==> config.mk <==
export PLATFORM = sky130hd
export DESIGN_NAME = fetch_unit_flat
export DESIGN_NICKNAME = d
export VERILOG_FILES = /design/src/rtl/fetch_unit_if.sv /design/src/rtl/fetch_unit.sv /design/src/flat_wrapper.sv
export SDC_FILE = /design/constraint.sdc
export NUM_CORES = 1
export LEC_CHECK = 0
export ABC_AREA = 1
export CAP_MARGIN = 20
export CORE_AREA = 2 2 131 133
export DETAILED_ROUTE_END_ITERATION = 6
export DIE_AREA = 0 0 133 135
export PLACE_DENSITY = 0.66
export SKIP_CTS_REPAIR_TIMING = 1
export SYNTH_ARGS = -nofsm -noshare
export SYNTH_HDL_FRONTEND = slang
export SYNTH_SLANG_ARGS = --single-unit
==> constraint.sdc <==
create_clock -name clk_in -period 2.2 [get_ports clk_in]
set_input_delay 0.44 -clock clk_in [delete_from_list [all_inputs] [get_ports clk_in]]
set_output_delay 0.44 -clock clk_in [all_outputs]
set_load 0.1 [all_outputs]
==> src/rtl/fetch_unit_if.sv <==
// Instruction-memory read port of the fetch stage: single-outstanding request/response.
interface fetch_unit_if #(
  parameter int WIDTH = 32
);
  logic             imem_req_out;
  logic [WIDTH-1:0] imem_addr_out;
  logic             imem_valid_in;
  logic [WIDTH-1:0] imem_rdata_in;

  modport master (
    output imem_req_out,
    output imem_addr_out,
    input  imem_valid_in,
    input  imem_rdata_in
  );

  modport slave (
    input  imem_req_out,
    input  imem_addr_out,
    output imem_valid_in,
    output imem_rdata_in
  );
endinterface

==> src/rtl/fetch_unit.sv <==
// Instruction-fetch stage: PC, single-outstanding imem reads, pc/instr pairs to IF/ID.
// Optional misaligned-redirect trap enabled by defining FETCH_MISALIGN_TRAP_EN.
//
// state      | meaning
// S_ISSUE    | request imem at pc_q this cycle
// S_WAIT     | request outstanding, waiting for response
// S_HOLD     | response captured during stall, waiting for stall to fall
// S_DROP     | stale request outstanding, response will be discarded
// S_TDRAIN   | (trap build) stale request outstanding, then enter S_TRAP
// S_TRAP     | (trap build) misaligned redirect target, fetch halted
module fetch_unit #(
  parameter int               WIDTH    = 32,
  parameter logic [WIDTH-1:0] RESET_PC = '0,
  parameter logic [WIDTH-1:0] NOP      = WIDTH'(32'h0000_0013)
) (
  input  logic             clk_in,
  input  logic             rst_in,
  input  logic             stall_in,
  input  logic             redirect_in,
  input  logic [WIDTH-1:0] redirect_pc_in,
  fetch_unit_if.master     imem,
  output logic [WIDTH-1:0] pc_out,
  output logic [WIDTH-1:0] instr_out,
  output logic             valid_out,
  output logic             misalign_out
);

`ifdef FETCH_MISALIGN_TRAP_EN
  typedef enum logic [2:0] {S_ISSUE, S_WAIT, S_HOLD, S_DROP, S_TDRAIN, S_TRAP} state_t;
`else
  typedef enum logic [2:0] {S_ISSUE, S_WAIT, S_HOLD, S_DROP} state_t;
`endif

  state_t           state_q, state_d;
  logic [WIDTH-1:0] pc_q, pc_d;
  logic [WIDTH-1:0] hold_q, hold_d;
  logic [WIDTH-1:0] pc_out_q, pc_out_d;
  logic [WIDTH-1:0] instr_q, instr_d;
  logic             valid_q, valid_d;
  logic [WIDTH-1:0] tgt;
  logic             deliver;
  logic [WIDTH-1:0] del_data;
  logic             outstanding;

`ifdef FETCH_MISALIGN_TRAP_EN
  logic misalign_q, misalign_d;
  logic misaligned;
  assign tgt        = redirect_pc_in;
  assign misaligned = |redirect_pc_in[1:0];
  assign misalign_out = misalign_q;
`else
  // Without the trap the low address bits are simply ignored.
  assign tgt          = redirect_pc_in & ~{{(WIDTH-2){1'b0}}, 2'b11};
  assign misalign_out = 1'b0;
`endif

  // A request is still in flight after this edge unless its response arrives now.
  always_comb begin
    outstanding = 1'b0;
    case (state_q)
      S_ISSUE:  outstanding = 1'b1;
      S_WAIT:   outstanding = !imem.imem_valid_in;
      S_DROP:   outstanding = !imem.imem_valid_in;
`ifdef FETCH_MISALIGN_TRAP_EN
      S_TDRAIN: outstanding = !imem.imem_valid_in;
`endif
      default:  outstanding = 1'b0;
    endcase
  end

  always_comb begin
    state_d  = state_q;
    pc_d     = pc_q;
    hold_d   = hold_q;
    pc_out_d = pc_out_q;
    instr_d  = instr_q;
    valid_d  = valid_q;
    deliver  = 1'b0;
    del_data = imem.imem_rdata_in;
`ifdef FETCH_MISALIGN_TRAP_EN
    misalign_d = misalign_q;
`endif

    case (state_q)
      S_ISSUE: state_d = S_WAIT;
      S_WAIT: begin
        if (imem.imem_valid_in) begin
          if (stall_in) begin
            hold_d  = imem.imem_rdata_in;
            state_d = S_HOLD;
          end else begin
            deliver = 1'b1;
            state_d = S_ISSUE;
          end
        end
      end
      S_HOLD: begin
        if (!stall_in) begin
          deliver  = 1'b1;
          del_data = hold_q;
          state_d  = S_ISSUE;
        end
      end
      S_DROP: begin
        if (imem.imem_valid_in) state_d = S_ISSUE;
      end
`ifdef FETCH_MISALIGN_TRAP_EN
      S_TDRAIN: begin
        if (imem.imem_valid_in) state_d = S_TRAP;
      end
      S_TRAP: state_d = S_TRAP;
`endif
      default: state_d = S_ISSUE;
    endcase

    if (deliver) begin
      pc_out_d = pc_q;
      instr_d  = del_data;
      valid_d  = 1'b1;
      pc_d     = pc_q + WIDTH'(4);
    end else if (!stall_in) begin
      valid_d = 1'b0;
      instr_d = NOP;
    end

    // Redirect overrides delivery, stall and any held data.
    if (redirect_in) begin
      pc_d     = tgt;
      pc_out_d = pc_out_q;
      valid_d  = 1'b0;
      instr_d  = NOP;
      state_d  = outstanding ? S_DROP : S_ISSUE;
`ifdef FETCH_MISALIGN_TRAP_EN
      misalign_d = misaligned;
      if (misaligned) begin
        pc_out_d = tgt;
        state_d  = outstanding ? S_TDRAIN : S_TRAP;
      end
`endif
    end
  end

  always_ff @(posedge clk_in or negedge rst_in) begin
    if (!rst_in) begin
      state_q  <= S_ISSUE;
      pc_q     <= RESET_PC;
      hold_q   <= '0;
      pc_out_q <= '0;
      instr_q  <= NOP;
      valid_q  <= 1'b0;
`ifdef FETCH_MISALIGN_TRAP_EN
      misalign_q <= 1'b0;
`endif
    end else begin
      state_q  <= state_d;
      pc_q     <= pc_d;
      hold_q   <= hold_d;
      pc_out_q <= pc_out_d;
      instr_q  <= instr_d;
      valid_q  <= valid_d;
`ifdef FETCH_MISALIGN_TRAP_EN
      misalign_q <= misalign_d;
`endif
    end
  end

  assign imem.imem_req_out  = (state_q == S_ISSUE) && rst_in;
  assign imem.imem_addr_out = pc_q;
  assign pc_out             = pc_out_q;
  assign instr_out          = instr_q;
  assign valid_out          = valid_q;

endmodule
==> src/flat_wrapper.sv <==
// flat-port wrapper written by rule: the top's interface ports become plain ports
module fetch_unit_flat 
#(
  parameter int               WIDTH    = 32,
  parameter logic [WIDTH-1:0] RESET_PC = '0,
  parameter logic [WIDTH-1:0] NOP      = WIDTH'(32'h0000_0013)
)
  (clk_in, rst_in, stall_in, redirect_in, redirect_pc_in, pc_out, instr_out, valid_out, misalign_out, imem_imem_req_out, imem_imem_addr_out, imem_imem_valid_in, imem_imem_rdata_in);
  fetch_unit_if #(.WIDTH(WIDTH)) imem_i ();
  input  logic clk_in;
  input  logic rst_in;
  input  logic stall_in;
  input  logic redirect_in;
  input  logic [WIDTH-1:0] redirect_pc_in;
  output logic [WIDTH-1:0] pc_out;
  output logic [WIDTH-1:0] instr_out;
  output logic valid_out;
  output logic misalign_out;
  output wire logic [$bits(imem_i.imem_req_out)-1:0] imem_imem_req_out;
  output wire logic [$bits(imem_i.imem_addr_out)-1:0] imem_imem_addr_out;
  input wire logic [$bits(imem_i.imem_valid_in)-1:0] imem_imem_valid_in;
  input wire logic [$bits(imem_i.imem_rdata_in)-1:0] imem_imem_rdata_in;
  assign imem_imem_req_out = imem_i.imem_req_out;
  assign imem_imem_addr_out = imem_i.imem_addr_out;
  assign imem_i.imem_valid_in = imem_imem_valid_in;
  assign imem_i.imem_rdata_in = imem_imem_rdata_in;
  fetch_unit #(.WIDTH(WIDTH), .RESET_PC(RESET_PC), .NOP(NOP)) u_core (.clk_in(clk_in), .rst_in(rst_in), .stall_in(stall_in), .redirect_in(redirect_in), .redirect_pc_in(redirect_pc_in), .imem(imem_i), .pc_out(pc_out), .instr_out(instr_out), .valid_out(valid_out), .misalign_out(misalign_out));
endmodule
-- After elaboration in Yosys (flattened, before gate mapping)
Cells that the tools add are included.
- flip-flop bits (word level): 132
- input bits: 69
- output and inout bits: 99
- add/sub/neg operators: 1
- equality and inequality tests: 7
- muxes and demuxes: 21
- bitwise gates (word level): 1
- reduce and logical (&&, ||, !) cells: 8
- operators with widths (operator ; number):
    $mux W32 ; 7
    $add A32 B3 Y32 const B ; 1
    $mux W3 ; 4
    $pmux W3 S4 ; 1
    $ne A3 B3 Y1 const B ; 3
    $eq A3 B2 Y1 const B ; 2
    $mux W1 ; 5
    $mux W2 ; 2
    $pmux W1 S2 ; 2
    $reduce_and A2 Y1 ; 2
    $eq A3 B1 Y1 const B ; 1
    $logic_not A3 Y1 ; 1
    $ne A3 B1 Y1 const B ; 1
    $reduce_and A3 Y1 ; 1
    $reduce_bool A2 Y1 ; 1
    $reduce_or A2 Y1 ; 1
    $logic_and A1 B1 Y1 ; 1
    $logic_not A1 Y1 ; 1
    $not A1 Y1 ; 1

-- Logic depth before layout (Yosys ltp)
Gate-level depths: netlist (run 1).
- depth after elaboration: 5
- depth in mapped cells: 12
- depth with buffers taken out: 11

-- Worst setup path after synthesis (run 1)
No wires, ideal clock.
- path kind: register -> register
- start point: register u_core.pc_q[3], in the netlist u_core.imem.imem_addr_out[3]
- end point: register u_core.pc_q[22], in the netlist u_core.imem.imem_addr_out[22]
- library setup time: 0.130 ns
- arrival time: 2.080 ns
- path slack: -0.011 ns
- cell stages (with the launch flop): 9
- clock period less this slack: 2.211 ns
- cell sequence: dfrtp_1 ha_1 nand2_2 nor2_2 nand3_4 nor2_4 nand2_1 nand3_1 nand3_1
- word-level cells in the longest chain between the ends: 3
- RTL lines (element ; RTL line ; source):
    start: declaration ; fetch_unit.sv:35 ; logic [WIDTH-1:0] pc_q, pc_d;
    start signal: assignment ; fetch_unit.sv:156 ; pc_q <= pc_d;
    $add A32 B3 Y32 ; fetch_unit.sv:120 ; pc_d = pc_q + WIDTH'(4);
    $mux W32 ; fetch_unit.sv:116 ; if (deliver) begin
    $mux W32 ; fetch_unit.sv:127 ; if (redirect_in) begin
No other way between the ends. The select of a mux whose other input is x is not followed.
A chain may end at the register's enable or synchronous reset.

-- Final worst setup path (run 1)
- start point: register u_core.state_q[0]
- end point: register u_core.instr_q[26], in the netlist u_core.instr_out[26]
- word-level cells in the longest chain between the ends: 4
- elaborated cells between the ends (all ways): 7
- classes of those cells: eq/ne: 3; mux: 4
- RTL lines (element ; RTL line ; source):
    start: declaration ; fetch_unit.sv:34 ; state_t state_q, state_d;
    start signal: assignment ; fetch_unit.sv:155 ; state_q <= state_d;
    $eq A3 B2 Y1 / $eq A3 B1 Y1 (equally long branches) ; fetch_unit.sv:84 ; case (state_q)
    $pmux W1 S2 / $mux W32 (equally long branches) ; fetch_unit.sv:84 ;
    $mux W32 ; fetch_unit.sv:116 ;
    $mux W32 ; fetch_unit.sv:127 ;
    end signal: assignment ; fetch_unit.sv:159 ; instr_q <= instr_d;
    end: declaration ; fetch_unit.sv:38 ; logic [WIDTH-1:0] instr_q, instr_d;
Parallel ways exist; a longest one is shown, timed or not.

==> results of run 1 <==
-- flip-flops by register name, summed over array words and instances (netlist names) --
name / cells
u_core.imem.imem_addr_out: 30
u_core.pc_out: 30
u_core.instr_out: 32
u_core.hold_q: 32
u_core.state_q: 2
u_core.valid_out: 1
-- cell type report --
cell class / count / area [um2]
Timing Repair Buffer: 172 / 1530
Clock inverter: 13 / 186
Tap cell: 220 / 275
Sequential cell: 127 / 3180
Clock buffer: 19 / 443
Fill cell: 1539 / 7730
Inverter: 62 / 233
Multi-Input combinational cell: 558 / 2830
-- layer usage --
layer,vias up,routed length [um]
met1,2636,8200
met4,0,188
met5,-,0
met3,16,1160
li1,2876,-
met2,189,7720
-- kinds of logic after synthesis --
logic type,share of synthesized area
simple gates,0.241
compound gates,0.131
flops,0.493
buf+inv,0.0719
mux,0.0434
xor+xnor,0.00950
fa+ha+maj,0.00969
other cells,0.000581
-- cells in the final DEF (no fill, tap or decap), types with 3 or more instances in the layout --
| master | instances |
|---|---|
| a21oi_1 | 13 |
| buf_12 | 6 |
| buf_4 | 100 |
| bufinv_16 | 4 |
| clkbuf_16 | 17 |
| clkdlybuf4s50_1 | 64 |
| clkinvlp_4 | 4 |
| conb_1 | 5 |
| dfrtp_1 | 123 |
| dfstp_2 | 3 |
| ha_1 | 4 |
| inv_1 | 57 |
| inv_2 | 5 |
| mux2i_1 | 28 |
| nand2_1 | 231 |
| nand2_2 | 4 |
| nand3_1 | 33 |
| nand3_2 | 3 |
| nand3_4 | 3 |
| nand3b_1 | 10 |
| nand4_1 | 8 |
| nor2_1 | 41 |
| nor2_2 | 4 |
| nor2_4 | 5 |
| nor3_1 | 5 |
| o211ai_1 | 6 |
| o21ai_0 | 120 |
| o21ai_1 | 13 |
| o221ai_1 | 3 |
| xor2_1 | 6 |
-- critical path, delay by kind of cell (launching register included) --
family	cells	cell delay, ns
AOI/OAI and AO/OA	2	0.25
and+or+nand+nor	2	0.34
buffers and inverters	4	0.63
adders and majority gates	1	0.28
DFF	1	0.41
-- worst max path at each step --
stage                                          endpoint                    startpoint  cells past startpoint
after detailed placement           u_core.instr_out[26]            imem_imem_valid_in                      8
after floorplan           u_core.imem.imem_addr_out[22]  u_core.imem.imem_addr_out[2]                      8
after global placement             u_core.instr_out[26]            imem_imem_valid_in                      8
after CTS                 u_core.imem.imem_addr_out[10]             u_core.state_q[0]                      9
after global routing               u_core.instr_out[26]             u_core.state_q[0]                      9
final                              u_core.instr_out[26]             u_core.state_q[0]                      9
-- power groups by stage --
stage                     Sequential, uW  Clock [uW]  Combinational, uW
after floorplan                     6810           0               1690
after global placement              3630           0               6300
after detailed placement            3650           0               6350
after CTS                           3620        3050               6360
after global routing                3730        3180               6720
final                               3630        3020               6310
-- synthesized netlist by cell type, types with 6 or more instances --
master / instances / area (um2)
a21oi_1: 13 / 65.1
buf_2: 11 / 55.1
buf_4: 11 / 82.6
clkbuf_1: 19 / 71.3
dfrtp_1: 124 / 3100
inv_1: 57 / 214
mux2i_1: 28 / 280
nand2_1: 232 / 871
nand3_1: 33 / 165
nand3b_1: 10 / 75.1
nand4_1: 8 / 50.1
nor2_1: 41 / 154
o211ai_1: 6 / 45.0
o21ai_0: 120 / 601
o21ai_1: 13 / 65.1
xor2_1: 6 / 52.6
-- metrics by stage --
step | cell area [um2] | worst slack, ns
after floorplan | 6470 | 0.000144
after global placement | 8050 | 0.185
after detailed placement | 8050 | 0.169
after CTS | 8680 | 0.225
after global routing | 8680 | 0.0189
final | 8680 | 0.236
==> results.sh, run 1 <==
export IMPL_cts_tree="built"
export IMPL_seqPwrFrac=0.280
export IMPL_numPortBuffers=160
export IMPL_rows=47
export IMPL_core_mm2=0.0164
export IMPL_total_power_uw=13000
export IMPL_status="completed"
export IMPL_setup_viol=0
export IMPL_reg2regPathDepth=9
export IMPL_drt_wl_total_um=17300
export IMPL_p_clk_frac=0.233
export IMPL_grt_pass1_wl_um=27700
export IMPL_num_io_pins=168
export IMPL_end_kind="flip-flop"
export IMPL_crit_fanout=16
export IMPL_htree_levels=4
export IMPL_leakage_uw=0.00408
export IMPL_fp_dieW_um=133
export IMPL_power_switching_uw=6570
export IMPL_synth_seq_cells=127
export IMPL_n_antenna_cell=0
export IMPL_skew_ns=0.0132
export IMPL_drcViolationCount=0
export IMPL_yosysWarnings=0
export IMPL_fin_crit_ns=1.96
export IMPL_grt_antenna_before_repair=0
export IMPL_grt_pass1_vias=5279
export IMPL_grt_usage=0.196
export IMPL_synthDistinctLibCells=36
export IMPL_cts_root_buffer="clkbuf_16"
export IMPL_path_class="flip-flop to flip-flop"
export IMPL_combPwrFrac=0.487
export IMPL_switching_share=0.507
export IMPL_gr_total_overflow=0
export IMPL_met1_usage=0.272
export IMPL_grt_max_degree=128
export IMPL_synth_area_per_cell_um2=8.21
export IMPL_ys_flop_type="dfrtp_1"
export IMPL_clock_latency_ns=0.42
export IMPL_drt_iter0_markers=356
export IMPL_hpwl_um=11600
export IMPL_vias_per_cell=4.88
export IMPL_area_growth_pct=34.4
export IMPL_final_nets=1012
export IMPL_cts_sinks=127
export IMPL_top_usage_layer="met2"
export IMPL_synth_seq_area_share=0.493
export IMPL_relSlewSlack=0.511
export IMPL_dr_pass1_iters=5
export IMPL_dieHeight_um=135
export IMPL_numCtsBuffers=17
export IMPL_cp_common_cell="inv_1"
export IMPL_required_ns=2.55
export IMPL_placed_cells=1139
export IMPL_post_route_period_util=0.893
export IMPL_async_reset_ff_frac=1.00
export IMPL_min_path_type="primary input to async pin"
export IMPL_hold_ws_ns=0.0982
export IMPL_drv_slew=0
export IMPL_clock_path_buffers=2
export IMPL_crit_path_top_delay_cell="dfrtp_1"
export IMPL_p_int_uw=6390
export IMPL_synth_area_mm2=0.00645
export IMPL_timing_rr_start="u_core.state_q[0]"
export IMPL_gp_congestion=0.820
export IMPL_wire_per_inst_um=14.8
export IMPL_synth_edf_count=0
export IMPL_max_vdd_ir_drop_mv=0.761
export IMPL_path_cells="inv_1 -> ha_1 -> inv_1 -> nor2_1 -> nand3_4 -> inv_2 -> buf_4 -> o21ai_0 -> o21ai_1"
export IMPL_path_clk_slew_ns=0.06
export IMPL_finalNonFillerCells=1171
export IMPL_fin_util=0.529
export IMPL_fmax_mhz=509
export IMPL_critPathMaxStageDelay_ns=0.41
export IMPL_syn_inst=786
export IMPL_worstMarginPinSlew_ns=0.734
export IMPL_drive_above_1_share=0.178
export IMPL_startpoint_type="flip-flop"
export IMPL_met3_usage=0.0544
export IMPL_grt_use_met2=0.298
export IMPL_powerDensity_mw_per_mm2=1490
export IMPL_postRouteAntennaNets=0
export IMPL_reg2reg_to="u_core.instr_out[26]"
export IMPL_worstPathArrival_ns=2.32
export IMPL_maxCapViolations=0
export IMPL_reg2reg_slack_ns=0.24
export IMPL_die_area_mm2=0.0180
export IMPL_vias=5717
export IMPL_start_util=0.393
export IMPL_rsz0062_at_grt="false"
export IMPL_fin_tns_setup_ns=0
export IMPL_hold_viol=0
No activity file was read; power rests on OpenSTA's default activity.
==> run 2: changes to the inputs <==
--- a/constraint.sdc
+++ b/constraint.sdc
@@ -3,2 +3,2 @@
 set_output_delay 0.44 -clock clk_in [all_outputs]
-set_load 0.1 [all_outputs]
+set_load 0.05 [all_outputs]
==> run 2 against run 1 <==
Final area is 2.9% higher; register-to-register slack better by 0.04 ns; fmax is 9.4% lower; global-route usage is 0.48 points higher; flip-flop and latch count stayed put; total power is 13% lower; final cell count is 0.26% lower; routed wire length is 0.91% higher; critical path type is now flip-flop to primary output; highest routed layer unchanged.
==> results.sh, run 2 (synthesis gave the netlist of run 1 again) <==
export IMPL_vias=5715
export IMPL_final_common_cell="nand2_1"
export IMPL_layout_common_cells="nand2_1, clkdlybuf4s50_1, dfrtp_1"
export IMPL_maxCapViolations=0
export IMPL_grt_pass1_vias=5498
export IMPL_end_kind="primary output"
export IMPL_timing_rr_start="u_core.state_q[0]"
export IMPL_relSlewSlack=0.535
export IMPL_wl_met3_um=1090
export IMPL_wl_met1_um=8280
export IMPL_crit_fanout=6
export IMPL_grt_pass1_wl_um=28500
export IMPL_wire_per_inst_um=14.9
export IMPL_powerDensity_mw_per_mm2=1270
export IMPL_status="completed"
export IMPL_clock_path_buffers=2
export IMPL_path_class="flip-flop to primary output"
export IMPL_drt_wl_total_um=17400
export IMPL_start_util=0.393
export IMPL_cts_root_buffer="clkbuf_16"
export IMPL_path_buf_inv=1
export IMPL_drt_iter0_markers=310
export IMPL_hold_viol=0
export IMPL_area_growth_pct=38.3
export IMPL_gr_total_overflow=0
export IMPL_postRouteAntennaNets=0
export IMPL_setup_viol=0
export IMPL_reg2regPathDepth=9
export IMPL_drv_slew=0
export IMPL_post_route_period_util=0.985
export IMPL_gp_congestion=0.815
export IMPL_grt_antenna_before_repair=0
export IMPL_cts_tree="built"
export IMPL_cts_sinks=127
export IMPL_die_area_mm2=0.0180
export IMPL_finalNonFillerCells=1168
export IMPL_numPortBuffers=160
export IMPL_n_antenna_cell=0
export IMPL_reg2reg_to="u_core.imem.imem_addr_out[10]"
export IMPL_required_ns=1.76
export IMPL_grt_max_degree=128
export IMPL_critPathTopFamily="buffers and inverters"
export IMPL_min_path_type="primary input to async pin"
export IMPL_hpwl_um=11400
export IMPL_worstMarginPinSlew_ns=0.697
export IMPL_max_vdd_ir_drop_mv=0.676
export IMPL_fin_crit_ns=2.17
export IMPL_startpoint_type="flip-flop"
export IMPL_rows=47
export IMPL_dieHeight_um=135
export IMPL_vias_per_cell=4.89
export IMPL_skew_ns=0.00770
export IMPL_top_layer="met4"
export IMPL_total_power_uw=11300
export IMPL_num_io_pins=168
export IMPL_fin_util=0.544
export IMPL_path_clk_slew_ns=0.05
export IMPL_grt_usage=0.201
export IMPL_critPathMaxStageDelay_ns=0.87
export IMPL_clock_latency_ns=0.42
export IMPL_final_nets=1009
export IMPL_path_cells="clkdlybuf4s50_1"
export IMPL_htree_levels=4
export IMPL_drive_above_1_share=0.0749
export IMPL_dr_pass1_iters=7
export IMPL_crit_path_top_delay_cell="clkdlybuf4s50_1"
export IMPL_drcViolationCount=0
export IMPL_fmax_mhz=461
export IMPL_core_mm2=0.0164
export IMPL_fp_dieW_um=133
export IMPL_worstPathArrival_ns=1.73
export IMPL_reg2reg_slack_ns=0.28
export IMPL_dr_wl_met2_um=7750
export IMPL_numCtsBuffers=17
export IMPL_placed_cells=1136
export IMPL_leakage_uw=0.00409
export IMPL_rsz0062_at_grt="false"
==> run 2: final cells by class <==
cell class / instances / area [um2]
fill: 1520 / 7480
clock inverter: 10 / 159
timing repair buffer: 169 / 1770
multi-input combinational: 558 / 2830
tap: 220 / 275
inverter: 62 / 233
clock buffer: 22 / 474
sequential: 127 / 3180
==> run 2: worst register-to-register path: cells and delay by family (launching register included) <==
family / cells / cell delay (ns)
buffers and inverters: 4 / 0.64
flip-flops: 1 / 0.41
AND/OR/NAND/NOR: 3 / 0.37
adder cells (fa/ha/maj): 1 / 0.28
AO/OA/AOI/OAI: 1 / 0.14
==> run 2: per-stage QoR <==
step	worst slack (ns)	hold slack [ns]	setup TNS [ns]	instance area [um2]
2_1_floorplan	0.360	0.144	0	6470
3_3_place_gp	0.174	0.464	0	8250
3_5_place_dp	0.168	0.466	0	8250
4_1_cts	-0.0522	0.191	-0.109	8890
5_1_grt	0.00663	0.221	0	8930
6_report	0.0327	0.157	0	8930
==> run 2: power breakdown <==
group | switching, uW | leakage, uW | internal [uW]
registers | 545 | 0.00162 | 3070
clock network | 1030 | 0.000306 | 1980
logic | 3140 | 0.00216 | 1550
total | 4710 | 0.00409 | 6600
==> run 2: how the worst max path moves through the flow <==
stage / from / cells past startpoint / end / slack [ns]
6_report: u_core.imem.imem_addr_out[13] / 1 / imem_imem_addr_out[13] / 0.03
3_3_place_gp: redirect_in / 7 / u_core.imem.imem_addr_out[24] / 0.17
3_5_place_dp: imem_imem_valid_in / 6 / u_core.hold_q[1] / 0.17
5_1_grt: u_core.imem.imem_addr_out[3] / 1 / imem_imem_addr_out[3] / 0.007
2_1_floorplan: u_core.imem.imem_addr_out[3] / 8 / u_core.imem.imem_addr_out[22] / 0.36
4_1_cts: u_core.imem.imem_addr_out[23] / 1 / imem_imem_addr_out[23] / -0.05
==> run 2: metal layers <==
| layer | up-vias | global-route usage |
|---|---|---|
| met5 | - | 0 |
| met4 | 0 | 0.0783 |
| met3 | 25 | 0.0518 |
| met2 | 172 | 0.308 |
| met1 | 2654 | 0.273 |
| li1 | 2864 | - |
